$ cat config.mk
export PLATFORM = sky130hd
export DESIGN_NAME = rsa_decrypt
export DESIGN_NICKNAME = d
export VERILOG_FILES = /design/src/rtl/rsa_pkg.sv /design/src/rtl/mod_reduce_seq.sv /design/src/rtl/rsa_decrypt.sv
export SDC_FILE = /design/constraint.sdc
export NUM_CORES = 1
export LEC_CHECK = 0
export CORE_ASPECT_RATIO = 0.7
export CORE_MARGIN = 5
export CORE_UTILIZATION = 30
export DETAILED_ROUTE_END_ITERATION = 7
export DONT_BUFFER_PORTS = 1
export PLACE_DENSITY = 0.41
export SLEW_MARGIN = 20
export SYNTH_ARGS = -nofsm -noshare
export SYNTH_HDL_FRONTEND = slang
export SYNTH_SLANG_ARGS = --single-unit
$ cat constraint.sdc
create_clock -name clk -period 4.9 [get_ports clk]
set_clock_uncertainty 0.2 [all_clocks]
set_input_delay 0.245 -clock clk [delete_from_list [all_inputs] [get_ports clk]]
set_output_delay 0.245 -clock clk [all_outputs]
set_load 0.03 [all_outputs]
$ cat src/rtl/rsa_pkg.sv
// rtl/rsa_pkg.sv - shared widths and FSM state codes for the 6-bit RSA datapath
package rsa_pkg;
    localparam int WIDTH  = 6;
    localparam int PROD_W = 2 * WIDTH;

    localparam logic [2:0] ST_IDLE      = 3'd0;
    localparam logic [2:0] ST_LOAD      = 3'd1;
    localparam logic [2:0] ST_WAIT_BASE = 3'd2;
    localparam logic [2:0] ST_CHECK     = 3'd3;
    localparam logic [2:0] ST_WAIT_MUL  = 3'd4;
    localparam logic [2:0] ST_WAIT_SQ   = 3'd5;
    localparam logic [2:0] ST_DONE      = 3'd6;
endpackage

$ cat src/rtl/mod_reduce_seq.sv
// rtl/mod_reduce_seq.sv - restoring shift-subtract reducer: rem = prod mod n, one product bit per cycle
module mod_reduce_seq #(
    parameter int W = rsa_pkg::WIDTH
) (
    input  logic           clk,
    input  logic           rst,
    input  logic           start,
    input  logic [2*W-1:0] prod,
    input  logic [W-1:0]   n,
    output logic           done,
    output logic [W-1:0]   rem
);
    localparam int CW = $clog2(2 * W + 1);
    localparam logic [CW-1:0] STEPS = CW'(2 * W);

    logic [2*W-1:0] p;
    logic [W-1:0]   nn;
    logic [CW-1:0]  cnt;
    logic           active;

    // rem < n always holds, so the shifted trial fits in W+1 bits and one subtract restores it
    logic [W:0] trial;
    logic [W:0] n_ext;
    logic [W:0] diff;
    logic [W-1:0] rem_next;

    assign trial    = {rem, p[2*W-1]};
    assign n_ext    = {1'b0, nn};
    assign diff     = trial - n_ext;
    assign rem_next = (trial >= n_ext) ? diff[W-1:0] : trial[W-1:0];

    always_ff @(posedge clk or posedge rst) begin
        if (rst) begin
            p      <= '0;
            nn     <= '0;
            cnt    <= '0;
            active <= 1'b0;
            done   <= 1'b0;
            rem    <= '0;
        end else begin
            done <= 1'b0;
            if (start) begin
                p      <= prod;
                nn     <= n;
                rem    <= '0;
                cnt    <= STEPS;
                active <= 1'b1;
            end else if (active) begin
                rem <= rem_next;
                p   <= {p[2*W-2:0], 1'b0};
                cnt <= cnt - 1'b1;
                if (cnt == CW'(1)) begin
                    active <= 1'b0;
                    done   <= 1'b1;
                end
            end
        end
    end
endmodule

$ cat src/rtl/rsa_decrypt.sv
// rtl/rsa_decrypt.sv - plain = cipher^d mod n by right-to-left square-and-multiply
module rsa_decrypt
    import rsa_pkg::*;
#(
    parameter int WIDTH = rsa_pkg::WIDTH
) (
    input  logic             clk,
    input  logic             rst,
    input  logic             start,
    input  logic [WIDTH-1:0] cipher,
    input  logic [WIDTH-1:0] d_key,
    input  logic [WIDTH-1:0] n,
    output logic             busy,
    output logic             done,
    output logic             err,
    output logic [WIDTH-1:0] plain
);
    localparam int PW = 2 * WIDTH;

    logic [2:0]       state;
    logic [WIDTH-1:0] cipher_r, d_r, n_r;
    logic [WIDTH-1:0] acc, base, e;
    logic             sq_issue;
    logic             err_r, done_r;
    logic [WIDTH-1:0] plain_r;

    logic [WIDTH-1:0] op_a, op_b;
    logic             red_start, red_done;
    logic [PW-1:0]    prod;
    logic [WIDTH-1:0] red_rem;

    always_comb begin
        op_a      = base;
        op_b      = base;
        red_start = 1'b0;
        case (state)
            ST_LOAD: begin
                op_a      = cipher_r;
                op_b      = WIDTH'(1);
                red_start = (n_r >= WIDTH'(2));
            end
            ST_CHECK: begin
                if (e[0]) op_a = acc;
                red_start = (e != '0);
            end
            ST_WAIT_SQ: red_start = sq_issue;
            default: ;
        endcase
    end

    assign prod = {{WIDTH{1'b0}}, op_a} * {{WIDTH{1'b0}}, op_b};

    mod_reduce_seq #(.W(WIDTH)) u_reduce (
        .clk   (clk),
        .rst   (rst),
        .start (red_start),
        .prod  (prod),
        .n     (n_r),
        .done  (red_done),
        .rem   (red_rem)
    );

    always_ff @(posedge clk or posedge rst) begin
        if (rst) begin
            state    <= ST_IDLE;
            cipher_r <= '0;
            d_r      <= '0;
            n_r      <= '0;
            acc      <= '0;
            base     <= '0;
            e        <= '0;
            sq_issue <= 1'b0;
            err_r    <= 1'b0;
            done_r   <= 1'b0;
            plain_r  <= '0;
        end else begin
            sq_issue <= 1'b0;
            case (state)
                ST_IDLE, ST_DONE: begin
                    if (start) begin
                        cipher_r <= cipher;
                        d_r      <= d_key;
                        n_r      <= n;
                        done_r   <= 1'b0;
                        err_r    <= 1'b0;
                        state    <= ST_LOAD;
                    end
                end
                ST_LOAD: begin
                    // degenerate modulus drains through CHECK with e=0 so plain=0 one cycle later
                    if (n_r < WIDTH'(2)) begin
                        err_r <= 1'b1;
                        acc   <= '0;
                        e     <= '0;
                        state <= ST_CHECK;
                    end else begin
                        state <= ST_WAIT_BASE;
                    end
                end
                ST_WAIT_BASE: begin
                    if (red_done) begin
                        base  <= red_rem;
                        acc   <= WIDTH'(1);
                        e     <= d_r;
                        state <= ST_CHECK;
                    end
                end
                ST_CHECK: begin
                    if (e == '0) begin
                        plain_r <= acc;
                        done_r  <= 1'b1;
                        state   <= ST_DONE;
                    end else if (e[0]) begin
                        state <= ST_WAIT_MUL;
                    end else begin
                        state <= ST_WAIT_SQ;
                    end
                end
                ST_WAIT_MUL: begin
                    // squaring is issued on the following cycle to keep every modmul at a fixed slot length
                    if (red_done) begin
                        acc      <= red_rem;
                        sq_issue <= 1'b1;
                        state    <= ST_WAIT_SQ;
                    end
                end
                ST_WAIT_SQ: begin
                    if (red_done) begin
                        base  <= red_rem;
                        e     <= e >> 1;
                        state <= ST_CHECK;
                    end
                end
                default: state <= ST_IDLE;
            endcase
        end
    end

    assign busy  = (state != ST_IDLE) && (state != ST_DONE);
    assign done  = done_r;
    assign err   = err_r & done_r;
    assign plain = plain_r;
endmodule

==> results of run 1 <==
[cell families after synthesis]
| kind of cell | share of synthesized area [%] |
|---|---|
| adder cells (fa/ha/maj) | 14.2 |
| AO/OA/AOI/OAI | 17.1 |
| multiplexers | 8.29 |
| buffers and inverters | 6.16 |
| AND/OR/NAND/NOR | 13.4 |
| flip-flops | 39.0 |
| XOR/XNOR | 1.75 |
[cell usage in the layout, fill, tap and decap left out, types with 15 or more instances in the layout]
| master | n |
|---|---|
| mux2_2 | 27 |
| buf_4 | 18 |
| fa_1 | 18 |
| a21oi_1 | 22 |
| nand3_1 | 15 |
| nand2_1 | 38 |
| nor2_1 | 45 |
| dlygate4sd3_1 | 20 |
| inv_1 | 44 |
| o21ai_0 | 48 |
| ha_1 | 28 |
| dfrtp_1 | 77 |
[final cells by class]
cell class | instances | area share (%)
multi-input cells | 367 | 47.8
flip-flops and latches | 78 | 33.6
repair buffers | 38 | 5.77
well taps | 225 | 4.84
clock buffers | 10 | 3.94
inverters | 46 | 2.99
clock inverters | 5 | 1.03
[critical path, delay by kind of cell, from the launching register on]
kind                     cells  cell delay (ps)
AND/OR/NAND/NOR              4              700
flip-flops                   1              420
AO/OA/AOI/OAI                6             1060
buffers and inverters        3              290
adder cells (fa/ha/maj)      4             1900
[report_power, final]
part	internal [mW]	switching (mW)
logic	0.792	1.06
registers	0.904	0.262
clock network	0.394	0.280
[metrics by stage]
step | setup WS (ps) | hold slack [ps] | util [%]
after detailed placement | 207 | 19.2 | 32.4
after global routing | 14.6 | 124 | 35.6
final | 299 | 89.4 | 35.6
after global placement | 308 | 16.1 | 32.4
after CTS | 202 | 83.4 | 35.4
after floorplan | 362 | 197 | -
[what timing repair did]
| action | in CTS | in global routing |
|---|---|---|
| hold buffers | 20 | 0 |
| resized for setup | 0 | 8 |
| buffers inserted | 0 | 0 |
| endpoints found under the hold margin | 54 | 0 |
| setup endpoints to repair | 0 | 3 |
[flip-flops by register name (all words and copies together), names as in the netlist]
name / cells
acc: 6
base: 6
cipher_r: 6
d_r: 6
done: 1
e: 6
err_r: 1
n_r: 6
plain: 6
sq_issue: 1
state: 3
u_reduce.active: 1
u_reduce.cnt: 4
u_reduce.done: 1
u_reduce.nn: 6
u_reduce.p: 12
u_reduce.rem: 6
[per-layer routing]
| metal | vias up | global-route usage, % | wire length, um | part of all wire, % |
|---|---|---|---|---|
| met3 | 16 | 3.26 | 538 | 4.2 |
| met2 | 83 | 18.4 | 4890 | 39 |
| met5 | - | 0 | 0 | 0 |
| li1 | 1847 | - | - | - |
| met4 | 0 | 3.25 | 158 | 1.2 |
| met1 | 1819 | 22.5 | 7080 | 56 |
[final timing paths]
path                             endpoint  slack, ps  startpoint
hold reg to reg                      e[2]        310        e[2]
setup reg to reg           u_reduce.p[10]        300    state[2]
min in group asynchronous          n_r[4]        210         rst
hold / removal                   state[0]         90       start
setup / recovery           u_reduce.p[10]        300    state[2]
max in group asynchronous            e[0]       3270         rst
==> flow_metrics.tcl, run 1 <==
set metrics [dict create \
    design_area_sq_um 5810 \
    wirelength_um 12700 \
    tightestPinTransition_ps 990 \
    die_area_sq_um 19400 \
    synth.most_common_cell "dfrtp_1" \
    fmax_mhz 217 \
    crit_path_top_delay_cell "fa_1" \
    cts-root-buf "clkbuf_16" \
    grt_pass1_vias 3843 \
    cellPowerDensity_nw_per_um2 635 \
    syn2layout_area_growth_pct 16.3 \
    setup_violations 0 \
    placed_cells 734 \
    row_count 39 \
    clock_path_buffers 2 \
    avgSynthCellArea_sq_um 9.69 \
    totalPowerFinal_mw 3.69 \
    critPathKind "flip-flop to flip-flop" \
    hold_viol 0 \
    track_usage_pct 14.0 \
    required_ps 4970 \
    syn_inst 516 \
    start_util_pct 30.6 \
    cts_tree "yes" \
    rsz0062_at_grt "no" \
    peakVddDrop_mv 0.319 \
    io_buffers 0 \
    gp_congestion 0.864 \
    wire_per_inst_um 16.5 \
    place_area_sq_um 5300 \
    hold_class "primary input to flip-flop" \
    synthFlopType "dfrtp_1" \
    fillers 1693 \
    grt_overflow 0 \
    yosys-top-cells-count "dfrtp_1 (78), o21ai_0 (48), inv_1 (46)" \
    ys_types 56 \
    yosysTopAreaCell "dfrtp_1" \
    worstPathMaxFanout 5 \
    critPathLaunchType "flip-flop" \
    viasPerCell 4.90 \
    cp-end-kind "flip-flop" \
    async_flop_share_pct 100 \
    drv_cap 0 \
    status "completed" \
    drive_gt1_share_pct 16.0 \
    slew_viol_final 0 \
    yosysSeqAreaShare_pct 39.0 \
    final_cell_count_no_fill 769 \
    ys_warn_count 0 \
    grt_pass1_wl_um 21300 \
    core_area_sq_um 16300 \
    htreeDepth 3 \
    clk_latency_ps 340 \
    power_leakage_nw 2.65 \
    die_w_um 164 \
    max_slew_margin_pct 34.0 \
    dr.pass1.iters 5 \
    fin_crit_sh_pct 93.9 \
    worstPathCellList "nand2b_1 > a21oi_2 > nor2_1 > a21oi_1 > buf_4 > nor2b_2 > fa_1 > fa_1 > inv_1 > fa_1 > inv_1 > ha_1 > o21ai_0 > o21bai_1 > o21ai_0 > or2_2 > a31oi_1" \
    drcViolationCount 0 \
    synth-seq-cells 78 \
    clk_pin_slew_worst_paths_ps 70 \
    period_needed_ps 4600 \
    diodes 0 \
    whs_path_depth 4 \
    fp.dieH_um 118 \
    grt_start_max_net_pins 47 \
    cp_common_cell "fa_1" \
    regArea_sq_um 1950 \
    vias 3765 \
    nets 607 \
    finalSetupTns_ps 0 \
    numCtsBuffers 9 \
    yosysTopAreaCellShare_pct 39.0 \
    synth_nets 583 \
    max_stage_delay_ps 560 \
    drtAntennaViolNets 0 \
    crit_arrival_ps 4670 \
    syn_area_sq_um 5000 \
    clock-sinks 78 \
    synth_edf_count 0 \
    worstRegToRegCells 17 \
    antenna_found_initial 0 \
    ios 30 \
    hpwl_um 9550 \
    multi_input_area_sq_um 2780 \
    synthTopCellsByArea "dfrtp_1 (39%), fa_1 (7.2%), ha_1 (7.0%), mux2_2 (6.1%), o21ai_0 (4.8%)" \
    initialDrtViolationCount 264 \
]
Power figures use the tool's default switching activity.
==> run 2: changes to the inputs <==
--- a/config.mk
+++ b/config.mk
@@ -11,6 +11,7 @@
 export DETAILED_ROUTE_END_ITERATION = 7
 export DONT_BUFFER_PORTS = 1
 export PLACE_DENSITY = 0.41
+export SETUP_SLACK_MARGIN = 0.4
 export SLEW_MARGIN = 20
 export SYNTH_ARGS = -nofsm -noshare
 export SYNTH_HDL_FRONTEND = slang
==> constraint.sdc (replaced) <==
create_clock -name clk -period 5.8 [get_ports clk]
set_clock_uncertainty 0.2 [all_clocks]
set_input_delay 0.29 -clock clk [delete_from_list [all_inputs] [get_ports clk]]
set_output_delay 0.29 -clock clk [all_outputs]
set_load 0.03 [all_outputs]
==> run 2 against run 1 <==
Compared with the run above:
- sequential share of layout area rose by 0.45 points
- final cell count is 1.6% lower
- first-iteration DRC count is 2.7% lower
- highest routed layer unchanged
- non-clock buffer count is 13 lower
- hold slack better by 42 ps
- sequential cell count did not move
- die area did not move
==> flow_metrics.tcl, run 2 (synthesized netlist as in run 1, its figures left out) <==
set metrics [dict create \
    cp_num_cells 15 \
    worstPathCellList "inv_1 > nor2_1 > a21oi_1 > o22ai_1 > or2_2 > fa_1 > fa_1 > fa_1 > inv_1 > ha_1 > a211oi_1 > o21bai_1 > a21oi_1 > xor2_1 > a21oi_1" \
    timing.hold.ws_ps 131 \
    antenna_found_initial 0 \
    power_leakage_nw 2.61 \
    crit_arrival_ps 5040 \
    top_register "u_reduce.p" \
    whs_path_depth 4 \
    clock_power_share_pct 18.9 \
    diodes 0 \
    drcViolationCount 0 \
    worstRegToRegCells 15 \
    wire_per_inst_um 16.3 \
    cellPowerDensity_nw_per_um2 535 \
    design_area_sq_um 5740 \
    io_buffers 0 \
    slew_viol_final 0 \
    comb_power_share_pct 47.8 \
    drv_cap 0 \
    critPathLaunchType "flip-flop" \
    clk_latency_ps 340 \
    required_ps 5810 \
    placed_cells 721 \
    core_area_sq_um 16300 \
    setup_violations 0 \
    die_area_sq_um 19400 \
    final_cell_count_no_fill 757 \
    wirelength_um 12400 \
    largest_reg_flops 12 \
    worstPathMaxFanout 7 \
    crit_path_top_delay_cell "fa_1" \
    period_needed_ps 5030 \
    layout_common_cells "dfrtp_1 (76), o21ai_0 (48), inv_1 (45), nor2_1 (45), nand2_1 (38)" \
    dr.pass1.iters 5 \
    cts-root-buf "clkbuf_16" \
    totalPowerFinal_mw 3.07 \
    max_slew_margin_pct 31.2 \
    row_count 39 \
    finalWorstSetupSlack_ps 770 \
    hold_viol 0 \
    ios 30 \
    drive_gt1_share_pct 13.9 \
    cp_top_family "adder cells" \
    viasPerCell 4.96 \
    drtAntennaViolNets 0 \
    final_common_cell "dfrtp_1" \
    hpwl_um 9050 \
    start_util_pct 30.6 \
    cp-end-kind "flip-flop" \
    gp_congestion 0.850 \
    peakVddDrop_mv 0.249 \
    tightestPinTransition_ps 1030 \
    place_area_sq_um 5200 \
    place_ws_ps 428 \
    fp.dieH_um 118 \
    syn2layout_area_growth_pct 14.8 \
    grt_pass1_wl_um 20600 \
    critPathKind "flip-flop to flip-flop" \
    numCtsBuffers 9 \
    r2r_slack_ps 770 \
    seqPwrFrac_pct 33.3 \
    htreeDepth 3 \
    swShare_pct 44.0 \
    grt_pass1_vias 3709 \
    final_util_pct 35.1 \
    clk_pin_slew_worst_paths_ps 70 \
    clock-sinks 78 \
    hold_class "primary input to flip-flop" \
    vias 3754 \
    die_w_um 164 \
    crit_buf_inv 2 \
    internal_power_mw 1.72 \
    postCtsSetupRepairBufs 0 \
    fmax_mhz 199 \
    track_usage_pct 13.4 \
    power.switching_mw 1.35 \
    clock_path_buffers 2 \
    initialDrtViolationCount 257 \
    fin_crit_sh_pct 86.7 \
    nets 594 \
    cts_tree "yes" \
    grt_overflow 0 \
    finalSetupTns_ps 0 \
    status "completed" \
    max_stage_delay_ps 560 \
    rsz0062_at_grt "no" \
    grt_start_max_net_pins 79 \
]
-- run 2: area by class of cell --
class,count,area (sq um)
clock buffer,11,243
clock inverter,5,57.6
fill,1663,10600
inverter,46,174
multi-input combinational,367,2790
sequential,78,1950
tap,225,282
timing repair buffer,25,241
-- run 2: path summary, 6_finish.rpt --
check                      startpoint              to
max in group asynchronous         rst        state[0]
min reg2reg                    n_r[0]          n_r[0]
min in group asynchronous         rst          n_r[3]
min                             start        state[0]
max reg2reg                      e[0]  u_reduce.p[11]
max                              e[0]  u_reduce.p[11]
-- run 2: what timing repair did --
action,4_1_cts,5_1_grt
resized for setup,1,7
endpoints found under the setup margin,2,4
hold buffers,20,0
endpoints found under the hold margin,49,0
pin swaps,0,0
-- run 2: layer usage --
metal | track usage (%) | wire length, um
met4 | 3.51 | 130
met2 | 17.1 | 4680
met5 | 0 | 0
met3 | 3.01 | 616
met1 | 22.0 | 6940
-- run 2: power by group through the flow --
| stage | clock, mW | combinational [mW] | sequential [mW] |
|---|---|---|---|
| 2_1_floorplan | 0 | 1.20 | 0.909 |
| 3_3_place_gp | 0 | 1.43 | 1.02 |
| 3_5_place_dp | 0 | 1.44 | 1.02 |
| 4_1_cts | 0.601 | 1.46 | 1.01 |
| 5_1_grt | 0.625 | 1.65 | 1.05 |
| 6_report | 0.581 | 1.47 | 1.02 |
-- run 2: tightest hold or removal path, delay by kind of cell --
family             cells  cell delay, ps
muxes                  1             110
and+or+nand+nor        1              90
AOI/OAI and AO/OA      2             140
==> run 3: changes to the inputs <==
--- a/config.mk
+++ b/config.mk
@@ -10,7 +10,7 @@
 export CORE_UTILIZATION = 30
 export DETAILED_ROUTE_END_ITERATION = 7
 export DONT_BUFFER_PORTS = 1
-export PLACE_DENSITY = 0.41
+export PLACE_DENSITY = 0.42
 export SETUP_SLACK_MARGIN = 0.4
 export SLEW_MARGIN = 20
 export SYNTH_ARGS = -nofsm -noshare
==> run 3 against run 2 <==
Compared with the run above:
- hold slack worse by 130 ps
- sequential share of layout area is 0.20 points higher
- register-to-register slack worse by 20 ps
- global-route usage is 0.24 points lower
- critical path depth is 1 lower
- sequential cell count stayed put
- highest routed layer unchanged
- largest power group unchanged
- sequential power hardly changed
- total power is 2.6% lower
- clock power is 10% lower
==> flow_metrics.tcl, run 3 (synthesized netlist as in run 1, its figures left out) <==
set metrics [dict create \
    finalWorstSetupSlack_ps 745 \
    place_ws_ps 489 \
    ios 30 \
    worstRegToRegCells 14 \
    grt_pass1_vias 3702 \
    power_leakage_nw 2.59 \
    drcViolationCount 0 \
    peakVddDrop_mv 0.255 \
    status "completed" \
    postCtsSetupRepairBufs 0 \
    fin_crit_sh_pct 87.2 \
    crit_arrival_ps 5120 \
    hold_start "start" \
    row_count 39 \
    final_cell_count_no_fill 757 \
    wirelength_um 12100 \
    initialDrtViolationCount 277 \
    required_ps 5860 \
    tightestPinTransition_ps 1020 \
    drtAntennaViolNets 0 \
    clock_power_share_pct 17.4 \
    slew_viol_final 0 \
    hold_viol 0 \
    clk_pin_slew_worst_paths_ps 70 \
    crit_path_top_delay_cell "dfrtp_1" \
    hold-path-endpoint "state[1]" \
    max_stage_delay_ps 610 \
    swShare_pct 44.4 \
    critPathLaunchType "flip-flop" \
    fp.dieH_um 118 \
    setup_violations 0 \
    rsz0062_at_grt "no" \
    rr_endpoint "u_reduce.p[10]" \
    period_needed_ps 5050 \
    grt_start_max_net_pins 79 \
    layout_common_cells "dfrtp_1 (76), o21ai_0 (46), inv_1 (45), nor2_1 (45), nand2_1 (38)" \
    dr.pass1.iters 5 \
    largest_reg_flops 12 \
    comb_power_share_pct 48.4 \
    cellPowerDensity_nw_per_um2 524 \
    critPathKind "flip-flop to flip-flop" \
    die_w_um 164 \
    placed_cells 722 \
    cts-root-buf "clkbuf_16" \
    cts_tree "yes" \
    viasPerCell 4.96 \
    place_area_sq_um 5210 \
    drive_gt1_share_pct 13.9 \
    grt_overflow 0 \
    startpoint "state[1]" \
    internal_power_mw 1.66 \
    die_area_sq_um 19400 \
    antenna_found_initial 0 \
    vias 3753 \
    io_buffers 0 \
    fmax_mhz 198 \
    numCtsBuffers 9 \
    max_slew_margin_pct 32.2 \
    final_common_cell "dfrtp_1" \
    worstPathCellList "inv_1 > nor2_1 > a32oi_2 > or2_2 > fa_1 > fa_1 > fa_1 > inv_1 > ha_1 > o21ai_0 > o21bai_1 > o21ai_0 > or2_2 > a31oi_1" \
    top_register "u_reduce.p" \
    grt_pass1_wl_um 20300 \
    start_util_pct 30.6 \
    cp_common_cell "fa_1" \
    seqPwrFrac_pct 34.2 \
    drv_cap 0 \
    finalSetupTns_ps 0 \
    track_usage_pct 13.2 \
    diodes 0 \
    hold_class "primary input to flip-flop" \
    core_area_sq_um 16300 \
    clock_path_buffers 2 \
    cp-end-kind "flip-flop" \
    r2r_slack_ps 750 \
    wire_per_inst_um 16.0 \
    design_area_sq_um 5710 \
    clock-sinks 78 \
    power.switching_mw 1.33 \
    r2r-start "state[1]" \
    nets 595 \
    worstPathMaxFanout 14 \
    clk_latency_ps 330 \
    syn2layout_area_growth_pct 14.2 \
    whs_path_depth 3 \
    gp_congestion 0.832 \
    hpwl_um 8960 \
    htreeDepth 3 \
]
[run 3: worst max path at each step]
stage                                end  slack (ps)  depth (start not counted)
after floorplan           u_reduce.p[10]        1260                         18
after global placement     u_reduce.p[9]         570                         14
after detailed placement   u_reduce.p[9]         490                         14
after CTS                  u_reduce.p[9]         410                         14
after global routing      u_reduce.p[10]         420                         16
final                     u_reduce.p[10]         750                         14
[run 3: area by class of cell]
class,count,area (sq um)
fillers,1665,10600
multi-input cells,367,2780
flip-flops and latches,78,1950
well taps,225,282
repair buffers,26,249
clock buffers,10,229
inverters,46,174
clock inverters,5,36.3
[run 3: layer usage]
metal  global-route usage (%)  wire length, um  vias up
met5                        0                0        -
met4                     3.25              146        0
met3                     3.92              762       15
met2                     16.6             4630      102
met1                     21.3             6560     1806
li1                         -                -     1830
[run 3: what timing repair did]
item                                   4_1_cts  5_1_grt
resized for setup                            0        9
setup endpoints to repair                    0        5
endpoints found under the hold margin       21       78
hold buffers                                19        1
[run 3: power by group through the flow]
stage	combinational, mW	sequential (mW)	clock (mW)
2_1_floorplan	1.20	0.909	0
3_3_place_gp	1.43	1.02	0
3_5_place_dp	1.42	1.02	0
4_1_cts	1.45	1.02	0.541
5_1_grt	1.63	1.06	0.562
6_report	1.45	1.02	0.520
[run 3: per-stage QoR]
step | power [mW] | util, % | hold slack (ps)
2_1_floorplan | 2.11 | - | 242
3_3_place_gp | 2.45 | 31.9 | 242
3_5_place_dp | 2.45 | 31.9 | 245
4_1_cts | 3.00 | 34.6 | 2.82
5_1_grt | 3.25 | 34.9 | 22.9
6_report | 2.99 | 34.9 | 4.71
[run 3: critical path: cells and delay by family, from the launching register on]
family                     cells  cell delay [ps]
AOI/OAI and AO/OA              5              900
adders and majority gates      4             1960
buffers and inverters          2              350
DFF                            1              610
and+or+nand+nor                3              960
